===== config.mk =====
export PLATFORM = sky130hd
export DESIGN_NAME = apac_keypad_entry_flat
export DESIGN_NICKNAME = d
export VERILOG_FILES = /design/src/rtl/apac_pkg.sv /design/src/rtl/apac_keypad_entry_if.sv /design/src/rtl/apac_idle_timer.sv /design/src/rtl/apac_keypad_entry.sv /design/src/flat_wrapper.sv
export SDC_FILE = /design/constraint.sdc
export NUM_CORES = 1
export LEC_CHECK = 0
export CORE_UTILIZATION = 66
export DETAILED_ROUTE_END_ITERATION = 8
export DONT_BUFFER_PORTS = 1
export PLACE_DENSITY_LB_ADDON = 0.15
export SYNTH_ARGS = -nofsm -noshare
export SYNTH_HDL_FRONTEND = slang
export SYNTH_SLANG_ARGS = --single-unit

===== constraint.sdc =====
create_clock -name clk -period 4.7 [get_ports clk]
set_input_delay 0.47 -clock clk [delete_from_list [all_inputs] [get_ports clk]]
set_output_delay 0.47 -clock clk [all_outputs]
set_load 0.01 [all_outputs]

===== src/rtl/apac_pkg.sv =====
// rtl/apac_pkg.sv - shared types and constants for the parking access keypad path
package apac_pkg;

  typedef enum logic [1:0] {
    ST_IDLE,
    ST_ONE,
    ST_TWO,
    ST_SUBMIT
  } entry_state_t;

  localparam logic [3:0] KEY_CLEAR = 4'hA;
  localparam logic [3:0] KEY_ENTER = 4'hB;
  localparam int         ATTEMPT_W = 8;

  function automatic logic is_digit(input logic [3:0] code);
    return code <= 4'h9;
  endfunction

endpackage


===== src/rtl/apac_keypad_entry_if.sv =====
// rtl/apac_keypad_entry_if.sv - keypad input and attempt output bundle
interface apac_keypad_entry_if;
  import apac_pkg::*;

  logic                 enable;
  logic                 key_valid;
  logic [3:0]           key_code;
  logic [ATTEMPT_W-1:0] psswrd_atmpt;
  logic                 try_psswrd;
  logic [1:0]           digit_count;
  logic                 entry_err;
  logic                 entry_timeout;

  modport master (
    output enable, key_valid, key_code,
    input  psswrd_atmpt, try_psswrd, digit_count, entry_err, entry_timeout
  );

  modport slave (
    input  enable, key_valid, key_code,
    output psswrd_atmpt, try_psswrd, digit_count, entry_err, entry_timeout
  );
endinterface


===== src/rtl/apac_idle_timer.sv =====
// rtl/apac_idle_timer.sv - inactivity counter that flags the last idle cycle of a partial entry
module apac_idle_timer #(
  parameter int TIMEOUT_CYCLES = 1000
) (
  input  logic clk,
  input  logic rst,
  input  logic restart,
  input  logic run,
  output logic expired
);
  localparam int CW = $clog2(TIMEOUT_CYCLES);
  localparam logic [CW-1:0] LAST = CW'(TIMEOUT_CYCLES - 1);

  logic [CW-1:0] count;

  // A restart in the expiry cycle suppresses the flag so a late key wins.
  assign expired = run && !restart && (count == LAST);

  always_ff @(posedge clk or posedge rst) begin
    if (rst) begin
      count <= '0;
    end else if (restart || !run || count == LAST) begin
      count <= '0;
    end else begin
      count <= count + CW'(1);
    end
  end
endmodule


===== src/rtl/apac_keypad_entry.sv =====
// rtl/apac_keypad_entry.sv - collects two BCD key presses and strobes a fixed-length verify request
module apac_keypad_entry
  import apac_pkg::*;
#(
  parameter int TIMEOUT_CYCLES = 1000,
  parameter int TRY_HOLD       = 2
) (
  input  logic                clk,
  input  logic                rst,
  apac_keypad_entry_if.slave  bus
);
  localparam int HOLD_W = $clog2(TRY_HOLD + 1);
  localparam logic [HOLD_W-1:0] HOLD_LAST = HOLD_W'(TRY_HOLD - 1);

  entry_state_t         state, nxt;
  logic                 key_valid_q;
  logic                 armed;
  logic [ATTEMPT_W-1:0] entry_buf, buf_nxt;
  logic [ATTEMPT_W-1:0] atmpt_nxt;
  logic [HOLD_W-1:0]    hold_cnt, hold_nxt;
  logic                 err_nxt, timeout_nxt;
  logic                 key_event, accepted, run, expired;

  // armed stays low until key_valid is seen low, so a key held through reset is not a press.
  assign key_event = bus.key_valid && !key_valid_q && armed;
  assign accepted  = key_event && bus.enable && (state != ST_SUBMIT) && (bus.key_code <= KEY_ENTER);
  assign run       = (state == ST_ONE) || (state == ST_TWO);

  apac_idle_timer #(
    .TIMEOUT_CYCLES(TIMEOUT_CYCLES)
  ) u_idle_timer (
    .clk    (clk),
    .rst    (rst),
    .restart(accepted),
    .run    (run),
    .expired(expired)
  );

  always_comb begin
    nxt         = state;
    buf_nxt     = entry_buf;
    atmpt_nxt   = bus.psswrd_atmpt;
    hold_nxt    = hold_cnt;
    err_nxt     = 1'b0;
    timeout_nxt = 1'b0;
    if (state == ST_SUBMIT) begin
      if (hold_cnt == HOLD_LAST) begin
        nxt      = ST_IDLE;
        buf_nxt  = '0;
        hold_nxt = '0;
      end else begin
        hold_nxt = hold_cnt + HOLD_W'(1);
      end
    end else if (!bus.enable) begin
      nxt     = ST_IDLE;
      buf_nxt = '0;
    end else if (accepted) begin
      if (is_digit(bus.key_code)) begin
        case (state)
          ST_IDLE: begin
            buf_nxt[7:4] = bus.key_code;
            nxt          = ST_ONE;
          end
          ST_ONE: begin
            buf_nxt[3:0] = bus.key_code;
            nxt          = ST_TWO;
          end
          default: err_nxt = 1'b1;
        endcase
      end else if (bus.key_code == KEY_CLEAR) begin
        nxt     = ST_IDLE;
        buf_nxt = '0;
      end else if (state == ST_TWO) begin
        atmpt_nxt = entry_buf;
        hold_nxt  = '0;
        nxt       = ST_SUBMIT;
      end else begin
        err_nxt = 1'b1;
        nxt     = ST_IDLE;
        buf_nxt = '0;
      end
    end else if (expired) begin
      timeout_nxt = 1'b1;
      nxt         = ST_IDLE;
      buf_nxt     = '0;
    end
  end

  always_ff @(posedge clk or posedge rst) begin
    if (rst) begin
      state             <= ST_IDLE;
      key_valid_q       <= 1'b0;
      armed             <= 1'b0;
      entry_buf         <= '0;
      hold_cnt          <= '0;
      bus.psswrd_atmpt  <= '0;
      bus.try_psswrd    <= 1'b0;
      bus.digit_count   <= 2'd0;
      bus.entry_err     <= 1'b0;
      bus.entry_timeout <= 1'b0;
    end else begin
      state             <= nxt;
      key_valid_q       <= bus.key_valid;
      armed             <= armed | !bus.key_valid;
      entry_buf         <= buf_nxt;
      hold_cnt          <= hold_nxt;
      bus.psswrd_atmpt  <= atmpt_nxt;
      bus.try_psswrd    <= (nxt == ST_SUBMIT);
      bus.digit_count   <= (nxt == ST_ONE) ? 2'd1 : (nxt == ST_TWO) ? 2'd2 : 2'd0;
      bus.entry_err     <= err_nxt;
      bus.entry_timeout <= timeout_nxt;
    end
  end
endmodule


===== src/flat_wrapper.sv =====
// flat-port wrapper written by rule: the top's interface ports become plain ports
module apac_keypad_entry_flat import apac_pkg::*;
#(
  parameter int TIMEOUT_CYCLES = 1000,
  parameter int TRY_HOLD       = 2
)
  (clk, rst, bus_enable, bus_key_valid, bus_key_code, bus_psswrd_atmpt, bus_try_psswrd, bus_digit_count, bus_entry_err, bus_entry_timeout);
  apac_keypad_entry_if bus_i ();
  input  logic clk;
  input  logic rst;
  input wire logic [$bits(bus_i.enable)-1:0] bus_enable;
  input wire logic [$bits(bus_i.key_valid)-1:0] bus_key_valid;
  input wire logic [$bits(bus_i.key_code)-1:0] bus_key_code;
  output wire logic [$bits(bus_i.psswrd_atmpt)-1:0] bus_psswrd_atmpt;
  output wire logic [$bits(bus_i.try_psswrd)-1:0] bus_try_psswrd;
  output wire logic [$bits(bus_i.digit_count)-1:0] bus_digit_count;
  output wire logic [$bits(bus_i.entry_err)-1:0] bus_entry_err;
  output wire logic [$bits(bus_i.entry_timeout)-1:0] bus_entry_timeout;
  assign bus_i.enable = bus_enable;
  assign bus_i.key_valid = bus_key_valid;
  assign bus_i.key_code = bus_key_code;
  assign bus_psswrd_atmpt = bus_i.psswrd_atmpt;
  assign bus_try_psswrd = bus_i.try_psswrd;
  assign bus_digit_count = bus_i.digit_count;
  assign bus_entry_err = bus_i.entry_err;
  assign bus_entry_timeout = bus_i.entry_timeout;
  apac_keypad_entry #(.TIMEOUT_CYCLES(TIMEOUT_CYCLES), .TRY_HOLD(TRY_HOLD)) u_core (.clk(clk), .rst(rst), .bus(bus_i));
endmodule

== After elaboration in Yosys (flattened, before gate mapping) ==
Cells that the tools add are included.
Storage, ports and cells
  input port bits: 8
  register bits after elaboration: 37
  word-level logic and storage cells: 100
  output and inout bits: 13
Cells by class
  order comparisons: 2
  muxes and demuxes: 40
  $add $sub $neg: 2
  eq/ne operators: 17
  bitwise gates (word level): 4
  reductions and logical operators: 23
Operator list (count)
  $mux W8: 8
  $mux W2: 17
  $mux W1: 11
  $add A10 B1 Y10 const B: 1
  $eq A10 B10 Y1 const B: 1
  $mux W10: 1
  $eq A2 B2 Y1 const B: 4
  $le A4 B4 Y1 const B: 2
  $mux W4: 2
  $reduce_and A4 Y1: 2
  $logic_and A1 B1 Y1: 7
  $eq A2 B1 Y1 const B: 3
  $ne A6 B3 Y1 const B: 1
  $reduce_and A6 Y1: 1
  $reduce_bool A2 Y1: 3
  $ne A5 B3 Y1 const B: 1
  $ne A5 B4 Y1 const B: 1
  $reduce_and A5 Y1: 1
  $eq A4 B4 Y1 const B: 1
  $logic_not A1 Y1: 4
  $ne A2 B1 Y1 const B: 2
  $ne A2 B2 Y1 const B: 2
  $ne A4 B1 Y1 const B: 1
  $pmux W2 S2: 1
  6 further kinds: 10

== Depth between registers and ports, before layout ==
Gate-level depths: netlist (run 1).
  depth in word-level cells: 16
  depth in mapped cells: 7
  gate-level depth less buffers: 6

== Cells and area by module ==
Synthesis (run 1) repeated with hierarchy kept, for this count alone.
Unflattened totals
  cell total of the unflattened synthesis: 151
  area total of the unflattened synthesis: 1830.5 sq um
By module, submodules not included
  apac_keypad_entry: cells each 96, sequential area each 675.6 sq um, area an instance 1283.7 sq um, instances 1
  apac_idle_timer: cells each 55, sequential area each 250.2 sq um, area an instance 546.8 sq um, instances 1

== Least setup slack after synthesis (run 1) ==
Ideal clock, no wire load.
  kind: register -> register
  from: register u_core.state[1]
  to: register u_core.entry_buf[0]
  slack: 2.644 ns
  required time: 4.569 ns
  buffers on the path: 1
  clock period less this slack: 2.056 ns
  arrival time: 1.925 ns
  cell stages (with the launch flop): 8
  library setup time: 0.131 ns
  cells stage by stage: dfrtp_1 inv_1 ha_1 nand4_1 or4_1 buf_2 a221oi_2 o21ai_0
On the way
  word-level cells in the longest chain between the ends: 8
  elaborated cells on any way between the ends: 18
  those cells by class: eq/ne: 8; mux: 3; reduce/logical: 7
Ends and longest elaborated chain
  start: declaration: RTL line apac_keypad_entry.sv:15  | entry_state_t state, nxt;
  start signal: assignment: RTL line apac_keypad_entry.sv:102  | state <= nxt;
  $ne A2 B2 Y1: RTL line apac_keypad_entry.sv:26  | assign accepted = key_event && bus.enable && (state != ST_SUBMIT) && (bus.key_code <= KEY_ENTER);
  $logic_and A1 B1 Y1 (2 in a row): RTL line apac_keypad_entry.sv:26
  $logic_not A1 Y1: RTL line apac_idle_timer.sv:17  | assign expired = run && !restart && (count == LAST);
  $logic_and A1 B1 Y1 (2 in a row): RTL line apac_idle_timer.sv:17
  $ne A4 B1 Y1 (no line)
  $reduce_and A4 Y1 (no line)
  end signal: assignment: RTL line apac_keypad_entry.sv:105  | entry_buf <= buf_nxt;
  end: declaration: RTL line apac_keypad_entry.sv:18  | logic [ATTEMPT_W-1:0] entry_buf, buf_nxt;
Parallel ways exist; a longest one is shown, timed or not.
A chain may end at the register's enable or synchronous reset.

== Worst setup path after layout (run 1) ==
  from: register u_core.state[1]
  to: register u_core.entry_buf[4]
Same word-level chain as after synthesis.

==> summary.md, run 1 <==
| Metric | Value |
|---|---|
| Outcome | `complete, no violations` |
| Final net count | `approximately 180` |
| Hold-fix buffer count after cts | `0` |
| Die span in y | `approximately 54 um` |
| Synth top area share | `a little over half` |
| Tcrit/Tclk final | `50.2%` |
| Total GRT Usage | `between 20 and 25%` |
| Fin Setup TNS | `0 ns` |
| Ys async rst share | `100%` |
| Initial antenna violation count | `0` |
| Total gr overflow | `0` |
| CTS Sinks | `37` |
| Post-route ant nets | `0` |
| Post-place setup slack | `approximately 2.4 ns` |
| Vias in the first global route | `around 1100` |
| Syn_nets | `about 180` |
| RSZ-0062 raised after global routing | `no` |
| Setup crit end kind | `flop` |
| CP max stage delay | `about 0.64 ns` |
| Skew final | `around 0.012 ns` |
| CTS root buf | `clkbuf_4` |
| Post-synth cell types | `37` |
| Post-cts sizing count | `0` |
| Post-DP HPWL | `between 2 and 2.5 mm` |
| Largest net degree at the start of global routing | `23` |
| Worst Path Arrival | `~2.6 ns` |
| VDD IR max | `between 0.2 and 0.3 mV` |
| Placed insts | `roughly 190` |
| Via Count | `1251` |
| Residual DRC count | `0` |
| CTS clock-pin slew for the worst setup and hold paths | `about 0.11 ns` |
| Post-synth EDFFs | `0` |
| FP Rows | `18` |
| Finished Layout Cells | `202` |
| Post-CTS setup buffers | `0` |
| Share of cells above drive strength 1 | `14.5%` |
| Die area | `about 2900 um2` |
| Final setup margin | `2.34 ns` |
| # diodes | `0` |
| Worst hold path class | `input pin to asynchronous set/reset pin` |
| Num CTS Buffers | `5` |
| CP Launch Type | `flop` |
| Syn Area/Cell | `between 10 and 15 um2` |
| Vias/cell | `between 6 and 7` |
| Max Cap Violations | `0` |
| Ys Warns | `0` |
| Endpoints failing hold | `0` |
| First-pass GRT wire length | `between 4 and 5 mm` |
| WP data required | `approximately 4.9 ns` |
| Die X | `~54 um` |
| Max Freq | `0.423 GHz` |
| Critical path class | `flop to flop` |
| # setup viols final | `0` |
| Tightest Pin Transition | `0.594 ns` |
| Sequential element share of the synthesized area | `between 50% and 60%` |
| Top Ports | `21` |
| Routed WL per cell | `roughly 15 um` |
| Area leader, netlist | `dfrtp_1` |
| CTS H-tree lvls | `2` |
| Utilization after layout | `approximately 74%` |
| Worst skew pair latency | `0.34 ns` |
| Post-Syn Instances | `166` |
| Area contributors post-synth | `dfrtp_1 (53%), mux2_2 (5.1%), ha_1 (3.5%)` |
| Syn-to-layout area delta | `4.54%` |
| Clk buf depth | `2` |
| Slowest cell on the critical path | `or4_1` |
| 1st-pass router iterations | `4` |
| Core Area | `2500 um2` |
| Ys flop type | `dfrtp_1` |
| Max-slew headroom | `about three fifths` |
| CTS tree | `yes` |
| Routed WL | `a little over 3 mm` |
| Port Buf Inserts | `0` |
| PwrDens | `~290 nW/um2` |
| Critical Path, Cell by Cell | `inv_1 > ha_1 > nand4_1 > or4_1 > a221oi_2 > o21ai_0` |
| Pleak | `0.816 nW` |
| Initial Util | `between 70% and 80%` |
| Placer Congestion | `roughly 0.94` |
| Starting DRT DRC Count | `59` |
| Mapped Area | `1760 um2` |
| Tmin final | `around 2.4 ns` |
| Slew Viols, Final | `0` |
| Seq cells post-synth | `37` |
| Worst-path maximum fanout | `6` |
-- synthesized netlist by cell type, types with 4 or more instances --
cell type	number
inv_1	14
nand4_1	10
o21ai_0	10
a21oi_1	5
nand3_1	5
nor3_1	5
dfrtp_1	37
nor2_1	14
mux2_2	8
xnor2_1	6
ha_1	5
a211oi_1	4
nand2_1	9
-- path summary, 6_finish.rpt --
path,to,start,slack [ns],depth (start not counted)
max,u_core.entry_buf[4]$_DFFE_PP0P_,u_core.state[1]$_DFF_PP0_,2.34,6
min,u_core.armed$_DFF_PP0_,rst,0.06,1
max reg2reg,u_core.entry_buf[4]$_DFFE_PP0P_,u_core.state[1]$_DFF_PP0_,2.34,6
min reg2reg,u_core.armed$_DFF_PP0_,u_core.armed$_DFF_PP0_,0.47,1
max in group asynchronous,u_core.bus.try_psswrd$_DFF_PP0_,rst,3.94,2
min in group clk,u_core.key_valid_q$_DFF_PP0_,bus_key_valid,0.15,0
-- placed cells by master, fill, tap and decap left out, types with 2 or more instances in the layout --
master,count
clkbuf_4,5
a211oi_1,4
o21ai_0,10
nand2_1,9
and3_1,3
or3_1,2
mux2_2,8
nor2_1,14
nor3_1,5
nand3_1,5
nand4_1,10
xnor2_1,6
dfrtp_1,37
ha_1,5
and3_2,2
inv_1,14
xor2_1,3
o21a_1,2
clkinv_2,2
o22ai_1,2
a221oi_2,3
a21oi_1,5
-- flip-flops by register name, summed over array words and instances (netlist names) --
| signal | cells |
|---|---|
| u_core.armed | 1 |
| u_core.bus.digit_count | 2 |
| u_core.bus.entry_err | 1 |
| u_core.bus.entry_timeout | 1 |
| u_core.bus.psswrd_atmpt | 8 |
| u_core.bus.try_psswrd | 1 |
| u_core.entry_buf | 8 |
| u_core.hold_cnt | 2 |
| u_core.key_valid_q | 1 |
| u_core.state | 2 |
| u_core.u_idle_timer.count | 10 |
-- stage by stage --
stage	hold slack [ns]	instance area, um2	total power, mW
global route	0.113	1840	0.552
floorplan	0.426	1760	0.366
global placement	0.433	1790	0.373
detailed placement	0.451	1790	0.375
CTS	0.0792	1840	0.532
finish	0.0617	1840	0.527
-- cells by family (layout without fill, tap and decap cells) --
| logic type | after synthesis | in the layout | share of synthesized area [%] |
|---|---|---|---|
| adder cells (fa/ha/maj) | 5 | 5 | 3.55 |
| buffers and inverters | 17 | 23 | 4.12 |
| multiplexers | 8 | 8 | 5.11 |
| AO/OA/AOI/OAI | 32 | 32 | 12.7 |
| AND/OR/NAND/NOR | 58 | 58 | 17.5 |
| XOR/XNOR | 9 | 9 | 4.47 |
| flip-flops | 37 | 37 | 52.5 |
-- critical path: cells and delay by family (launching register included) --
family / cells / cell delay, ns
buffers and inverters: 1 / 0.11
AO/OA/AOI/OAI: 2 / 0.56
AND/OR/NAND/NOR: 2 / 0.75
adder cells (fa/ha/maj): 1 / 0.37
flip-flops: 1 / 0.45
-- power by group --
part,switching [mW],internal [mW]
clock,0.102,0.0564
sequential,0.00467,0.325
combinational,0.0263,0.0128
-- per-layer routing --
layer  track usage (%)  share of wire, %
met1              34.1                49
met2              33.7                43
met3              8.76               6.7
met4              10.5               2.0
met5                 0                 0
-- area by class of cell --
type                       count  area (um2)
inverter                      14        52.6
tap                           30        37.5
sequential                    37         926
clock inverter                 3        17.5
multi-input combinational    112         764
clock buffer                   5        37.5
timing repair buffer           1        7.51
fill                         166         657
Power figures use the tool's default switching activity.
==> run 2, diff against run 1 <==
--- a/config.mk
+++ b/config.mk
@@ -5,7 +5,7 @@
 export SDC_FILE = /design/constraint.sdc
 export NUM_CORES = 1
 export LEC_CHECK = 0
-export CORE_UTILIZATION = 66
+export CORE_UTILIZATION = 56
 export DETAILED_ROUTE_END_ITERATION = 8
 export DONT_BUFFER_PORTS = 1
 export PLACE_DENSITY_LB_ADDON = 0.15
==> constraint.sdc (replaced) <==
create_clock -name clk -period 2 [get_ports clk]
set_input_delay 0.2 -clock clk [delete_from_list [all_inputs] [get_ports clk]]
set_output_delay 0.2 -clock clk [all_outputs]
set_load 0.01 [all_outputs]
==> run 2 against run 1 <==
Effect of this change:
- the run now ends with hold timing left
- sequential share of layout area fell by 5.6 points
- cell area rose by 12%
- fmax rose by 21%
- global-route usage fell by 1.5 points
- via count rose by 3.6%
==> summary.md, run 2 (same netlist as run 1, synthesis figures left out) <==
| Metric | Value |
|---|---|
| Outcome | `complete, but fails checks` |
| Failing checks | `hold timing` |
| RSZ-0062 raised after global routing | `yes` |
| Worst skew pair latency | `0.34 ns` |
| 1st-pass router iterations | `6` |
| Initial antenna violation count | `0` |
| Initial Util | `around three fifths` |
| Tmin final | `1.95 ns` |
| Worst hold path class | `input pin to flop` |
| Num CTS Buffers | `5` |
| Utilization after layout | `between 70% and 80%` |
| Layout fillers | `roughly 220` |
| # setup viols final | `0` |
| Port Buf Inserts | `0` |
| FF-to-FF Start | `u_core.state[1]$_DFF_PP0_` |
| CP Launch Type | `flop` |
| Top Ports | `21` |
| Storage element area | `926 um2` |
| Final net count | `between 200 and 250` |
| NetSw | `0.319 mW` |
| Fin Hold WS | `-0.00136 ns` |
| Combinational Power Share | `about a tenth` |
| Total power | `between 1 and 1.5 mW` |
| Critical Path, Cell by Cell | `inv_2 > ha_4 > nand4_1 > or4_4 > a221oi_4 > o21ai_1` |
| WP data required | `roughly 2.2 ns` |
| # diodes | `0` |
| First-pass GRT wire length | `~5.7 mm` |
| Slew Viols, Final | `0` |
| Placed cell areas | `about 1900 um2` |
| Routing usage on met3 | `6.92%` |
| Post-CTS setup buffers | `0` |
| Post-DP HPWL | `2.38 mm` |
| Hold_sp | `bus_key_code[2]` |
| FF-to-FF End | `u_core.entry_buf[0]$_DFFE_PP0P_` |
| CP max stage delay | `~0.57 ns` |
| CTS H-tree lvls | `2` |
| CTS tree | `yes` |
| Pleak | `~0.92 nW` |
| GR Util met1 | `around a third` |
| Residual DRC count | `0` |
| Starting DRT DRC Count | `52` |
| Routed WL per cell | `15.0 um` |
| Placer Congestion | `between 0.8 and 0.9` |
| Tightest Pin Transition | `0.542 ns` |
| Post-route cell area | `just over 2000 um2` |
| Skew final | `between 0.008 and 0.009 ns` |
| Largest Register | `u_core.u_idle_timer.count` |
| Via Count | `roughly 1300` |
| Die X | `between 50 and 60 um` |
| Max-slew headroom | `between 60 and 70%` |
| VDD IR max | `between 0.4 and 0.5 mV` |
| Vias in the first global route | `between 1000 and 1500` |
| R2R Setup Slk | `approximately 0.046 ns` |
| Critical path class | `flop to flop` |
| Worst Path Arrival | `between 2 and 2.5 ns` |
| Die span in y | `around 58 um` |
| Post-route ant nets | `0` |
| Routed WL | `3.47 mm` |
| Worst-path maximum fanout | `6` |
| Worst Hold Depth | `2` |
| Max Cap Violations | `0` |
| Commonest non-fill, non-tap cell in the layout | `dfrtp_1` |
| Busiest grt layer | `met2` |
| Met2 GRT Util | `roughly a third` |
| Slowest cell on the critical path | `or4_4` |
| Reg2Reg Depth | `6` |
| Share of cells above drive strength 1 | `between 20% and 30%` |
| Area of the multi-input gates | `about 820 um2` |
| Hold EP | `u_core.entry_buf[2]$_DFFE_PP0P_` |
| Clk pwr share | `32.7%` |
| Total GRT Usage | `around 23%` |
| Total gr overflow | `0` |
| Max Freq | `just over 0.5 GHz` |
| FP Rows | `19` |
| Syn-to-layout area delta | `17.5%` |
| Tcrit/Tclk final | `97.7%` |
| Post-place setup slack | `-0.0485 ns` |
| CTS Sinks | `37` |
| Endpoints failing hold | `1` |
| CTS clock-pin slew for the worst setup and hold paths | `roughly 0.11 ns` |
| Setup crit end kind | `flop` |
| Vias/cell | `5.61` |
| Final setup margin | `approximately 0.046 ns` |
| Clk buf depth | `2` |
| Largest net degree at the start of global routing | `38` |
| P_int | `~1.0 mW` |
| Flip-flop count of the largest register after layout | `10` |
| PwrDens | `646 nW/um2` |
| Registers with the most flip-flops | `u_core.u_idle_timer.count: 10 flops, u_core.bus.psswrd_atmpt: 8 flops, u_core.entry_buf: 8 flops` |
| Core Area | `roughly 2900 um2` |
| CTS root buf | `clkbuf_4` |
| Commonest cells after routing, fill and taps aside | `dfrtp_1 (37), nor2_1 (14), inv_1 (12)` |
| Die area | `roughly 3400 um2` |
| Seq pwr share | `between 50% and 60%` |
| Sw Ratio | `between 20% and 30%` |
[run 2: how the worst max path moves through the flow]
stage                                    startpoint                         endpoint  slack (ns)  depth (start not counted)
final                     u_core.state[1]$_DFF_PP0_  u_core.entry_buf[0]$_DFFE_PP0P_        0.05                          6
after global routing      u_core.state[0]$_DFF_PP0_  u_core.entry_buf[6]$_DFFE_PP0P_       -0.06                          6
after CTS                 u_core.state[0]$_DFF_PP0_  u_core.entry_buf[0]$_DFFE_PP0P_        0.02                          6
after detailed placement  u_core.state[0]$_DFF_PP0_  u_core.entry_buf[0]$_DFFE_PP0P_       -0.05                          6
after global placement    u_core.state[0]$_DFF_PP0_  u_core.entry_buf[7]$_DFFE_PP0P_        0.01                          6
after floorplan           u_core.state[1]$_DFF_PP0_  u_core.entry_buf[0]$_DFFE_PP0P_     0.00009                          7
[run 2: per-layer routing]
layer,part of all wire (%),vias to the layer above
met1,49,625
met5,0,-
met3,4.7,4
met2,46,30
met4,0.92,0
li1,-,637
[run 2: worst max-delay path: cells and delay by family, from the launching register on]
| kind | cells | cell delay [ns] |
|---|---|---|
| compound gates | 2 | 0.49 |
| flops | 1 | 0.38 |
| buf+inv | 1 | 0.06 |
| simple gates | 2 | 0.66 |
| fa+ha+maj | 1 | 0.26 |
[run 2: power by group through the flow]
stage	Clock, mW	Sequential [mW]	Combinational, mW
finish	0.437	0.774	0.127
detailed placement	0	0.788	0.105
CTS	0.451	0.773	0.113
global route	0.484	0.776	0.140
global placement	0	0.787	0.103
floorplan	0	0.786	0.0784
[run 2: per-stage QoR]
stage | hold WS, ns | TNS [ns] | std cells
final | -0.00136 | 0 | 231
after global routing | 0.00316 | -0.363 | 231
after CTS | 0.00169 | 0 | 228
after detailed placement | 0.218 | -0.197 | 216
after global placement | 0.213 | 0 | 216
after floorplan | 0.231 | 0 | 166
[run 2: timing repair]
item / 4_1_cts / 5_1_grt
pin swaps: 0 / 4
gates resized for setup: 1 / 11
hold buffers: 4 / 3
endpoints found under the hold margin: 41 / 3
setup endpoints to repair: 10 / 15
[run 2: cell type report]
class | instances | area share, %
Clock buffer | 7 | 3.14
Multi-Input combinational cell | 112 | 39.5
Clock inverter | 1 | 0.242
Inverter | 14 | 2.54
Timing Repair Buffer | 18 | 7.37
Tap cell | 42 | 2.54
Sequential cell | 37 | 44.7
==> run 3, diff against run 2 <==
--- a/config.mk
+++ b/config.mk
@@ -5,7 +5,8 @@
 export SDC_FILE = /design/constraint.sdc
 export NUM_CORES = 1
 export LEC_CHECK = 0
-export CORE_UTILIZATION = 56
+export CORE_UTILIZATION = 59
+export CTS_BUF_LIST = sky130_fd_sc_hd__clkbuf_4 sky130_fd_sc_hd__clkbuf_8
 export DETAILED_ROUTE_END_ITERATION = 8
 export DONT_BUFFER_PORTS = 1
 export PLACE_DENSITY_LB_ADDON = 0.15
==> run 3 against run 2 <==
Effect of this change:
- the flow finishes with violations (DRC, hold timing)
- sequential cell count did not move
- combinational power barely moved
- highest routed layer unchanged
- fmax rose by 3.2%
- hold slack got worse by 0.0057 ns
- clock-buffer cell count fell by 1
- worst setup slack improved by 0.060 ns
==> summary.md, run 3 (same netlist as run 1, synthesis figures left out) <==
| Metric | Value |
|---|---|
| PwrDens | `roughly 630 nW/um2` |
| Die span in y | `about 57 um` |
| Fin Hold WS | `-0.00708 ns` |
| Met2 GRT Util | `43.4%` |
| Core Area | `approximately 2800 um2` |
| Tightest Pin Transition | `roughly 0.6 ns` |
| CTS H-tree lvls | `2` |
| Combinational Power Share | `about a tenth` |
| Top Ports | `21` |
| FP Rows | `19` |
| # diodes | `0` |
| Critical Path, Cell by Cell | `inv_1 > ha_4 > nand4_1 > or4_4 > a221oi_4 > o21ai_1` |
| Endpoints failing hold | `2` |
| Max Freq | `between 0.5 and 0.6 GHz` |
| Num CTS Buffers | `5` |
| VDD IR max | `just under 0.5 mV` |
| NetSw | `between 0.3 and 0.4 mW` |
| Pleak | `approximately 0.9 nW` |
| Post-route cell area | `just over 2000 um2` |
| Die area | `around 3200 um2` |
| Clk buf depth | `2` |
| Busiest grt layer | `met2` |
| Initial Util | `62.8%` |
| Routing usage on met3 | `about 6.2%` |
| P_int | `slightly below 1 mW` |
| Slew Viols, Final | `0` |
| Syn-to-layout area delta | `14.8%` |
| Utilization after layout | `72.2%` |
| Final net count | `198` |
| Critical path class | `flop to flop` |
| # setup viols final | `0` |
| WP data required | `between 2 and 2.5 ns` |
| Total gr overflow | `0` |
| Seq pwr share | `about 60%` |
| Sw Ratio | `between 20% and 30%` |
| Slowest cell on the critical path | `or4_4` |
| Worst skew pair latency | `between 0.3 and 0.4 ns` |
| Via Count | `between 1000 and 1500` |
| Skew final | `~0.021 ns` |
| Total GRT Usage | `25.3%` |
| GR Util met1 | `28.7%` |
| Initial antenna violation count | `0` |
| Die X | `56.7 um` |
| Tmin final | `about 1.9 ns` |
| Routed WL per cell | `~16 um` |
| Commonest cells after routing, fill and taps aside | `dfrtp_1 (37), inv_1 (14), nor2_1 (14)` |
| Placed cell areas | `around 1900 um2` |
| CTS Sinks | `37` |
| Max Cap Violations | `0` |
| Post-route ant nets | `0` |
| Routed WL | `~3.5 mm` |
| Starting DRT DRC Count | `38` |
| CP Launch Type | `flop` |
| Worst hold path class | `input pin to flop` |
| 1st-pass router iterations | `6` |
| Flip-flop count of the largest register after layout | `10` |
| First-pass GRT wire length | `6.02 mm` |
| Residual DRC count | `10` |
| Finished Layout Cells | `between 200 and 250` |
| Post-DP HPWL | `2.55 mm` |
| Share of cells above drive strength 1 | `a little over a fifth` |
| Worst Path Arrival | `2.13 ns` |
| Largest Register | `u_core.u_idle_timer.count` |
| Registers with the most flip-flops | `u_core.u_idle_timer.count: 10 flops, u_core.bus.psswrd_atmpt: 8 flops, u_core.entry_buf: 8 flops` |
| Worst-path maximum fanout | `6` |
| CTS tree | `yes` |
| Max-slew headroom | `between 60% and 70%` |
| CTS root buf | `clkbuf_4` |
| Clk pwr share | `between 20% and 30%` |
| Placer Congestion | `approximately 0.83` |
| Tcrit/Tclk final | `a little over nine tenths` |
| CP max stage delay | `0.50 ns` |
| Vias/cell | `slightly above 6` |
| RSZ-0062 raised after global routing | `yes` |
| Commonest non-fill, non-tap cell in the layout | `dfrtp_1` |
| Outcome | `complete, but fails checks` |
| Port Buf Inserts | `0` |
| Setup crit end kind | `flop` |
| Placed insts | `roughly 200` |
| Largest net degree at the start of global routing | `25` |
| Vias in the first global route | `roughly 1400` |
| Failing checks | `DRC, hold timing` |
| CTS clock-pin slew for the worst setup and hold paths | `0.12 ns` |
run 3: cell types whose count changed in the layout (fill, tap and decap cells not counted), sizes merged:
cell,change
clkinv,+1
buf,-1
dlygate4sd3,-2
clkbuf,-1
run 3: timing repair:
action,4_1_cts,5_1_grt
resized for setup,2,7
pin swaps,0,3
gates cloned,0,0
hold buffers,5,0
setup buffers,0,0
endpoints found under the setup margin,9,18
hold endpoints to repair,18,0
run 3: power by group through the flow:
stage	combinational [mW]	clock (mW)	sequential (mW)
final	0.127	0.380	0.774
after global routing	0.142	0.416	0.776
after CTS	0.122	0.391	0.774
after detailed placement	0.109	0	0.789
after global placement	0.105	0	0.787
after floorplan	0.0784	0	0.786
run 3: layout make-up:
class                      instances  area, um2
sequential                        37        926
clock buffer                       6       45.0
inverter                          14       52.6
timing repair buffer              15        138
clock inverter                     2       10.0
fill                             215        781
multi-input combinational        112        815
tap                               31       38.8
run 3: layer usage:
metal  share of wire (%)  vias up
met1                  42      652
met3                 4.6        9
met4                 1.8        0
met5                   0        -
met2                  52       27
li1                    -      633
run 3: critical path, delay by kind of cell, from the launching register on:
| kind | cells | cell delay, ns |
|---|---|---|
| compound gates | 2 | 0.48 |
| flops | 1 | 0.36 |
| buf+inv | 1 | 0.08 |
| fa+ha+maj | 1 | 0.27 |
| simple gates | 2 | 0.59 |
run 3: final timing paths:
kind,end,cells after the start,from,slack [ns]
min in group asynchronous,u_core.u_idle_timer.count[2]$_DFF_PP0_,2,rst,0.33
setup / recovery,u_core.entry_buf[1]$_DFFE_PP0P_,6,u_core.state[0]$_DFF_PP0_,0.11
hold reg to reg,u_core.armed$_DFF_PP0_,1,u_core.armed$_DFF_PP0_,0.48
setup reg to reg,u_core.entry_buf[1]$_DFFE_PP0P_,6,u_core.state[0]$_DFF_PP0_,0.11
max in group asynchronous,u_core.hold_cnt[0]$_DFFE_PP0P_,3,rst,1.14
hold / removal,u_core.entry_buf[0]$_DFFE_PP0P_,2,bus_key_code[0],-0.007
run 3: metrics by stage:
stage               worst slack (ns)  setup TNS, ns  power (mW)  hold WS, ns
floorplan                  0.0000915              0       0.865        0.231
global placement            -0.00210       -0.00267       0.893        0.164
detailed placement           -0.0785         -0.345       0.898        0.167
CTS                           0.0247              0        1.29      0.00692
global route                 -0.0324        -0.0489        1.33      0.00205
finish                         0.106              0        1.28     -0.00708
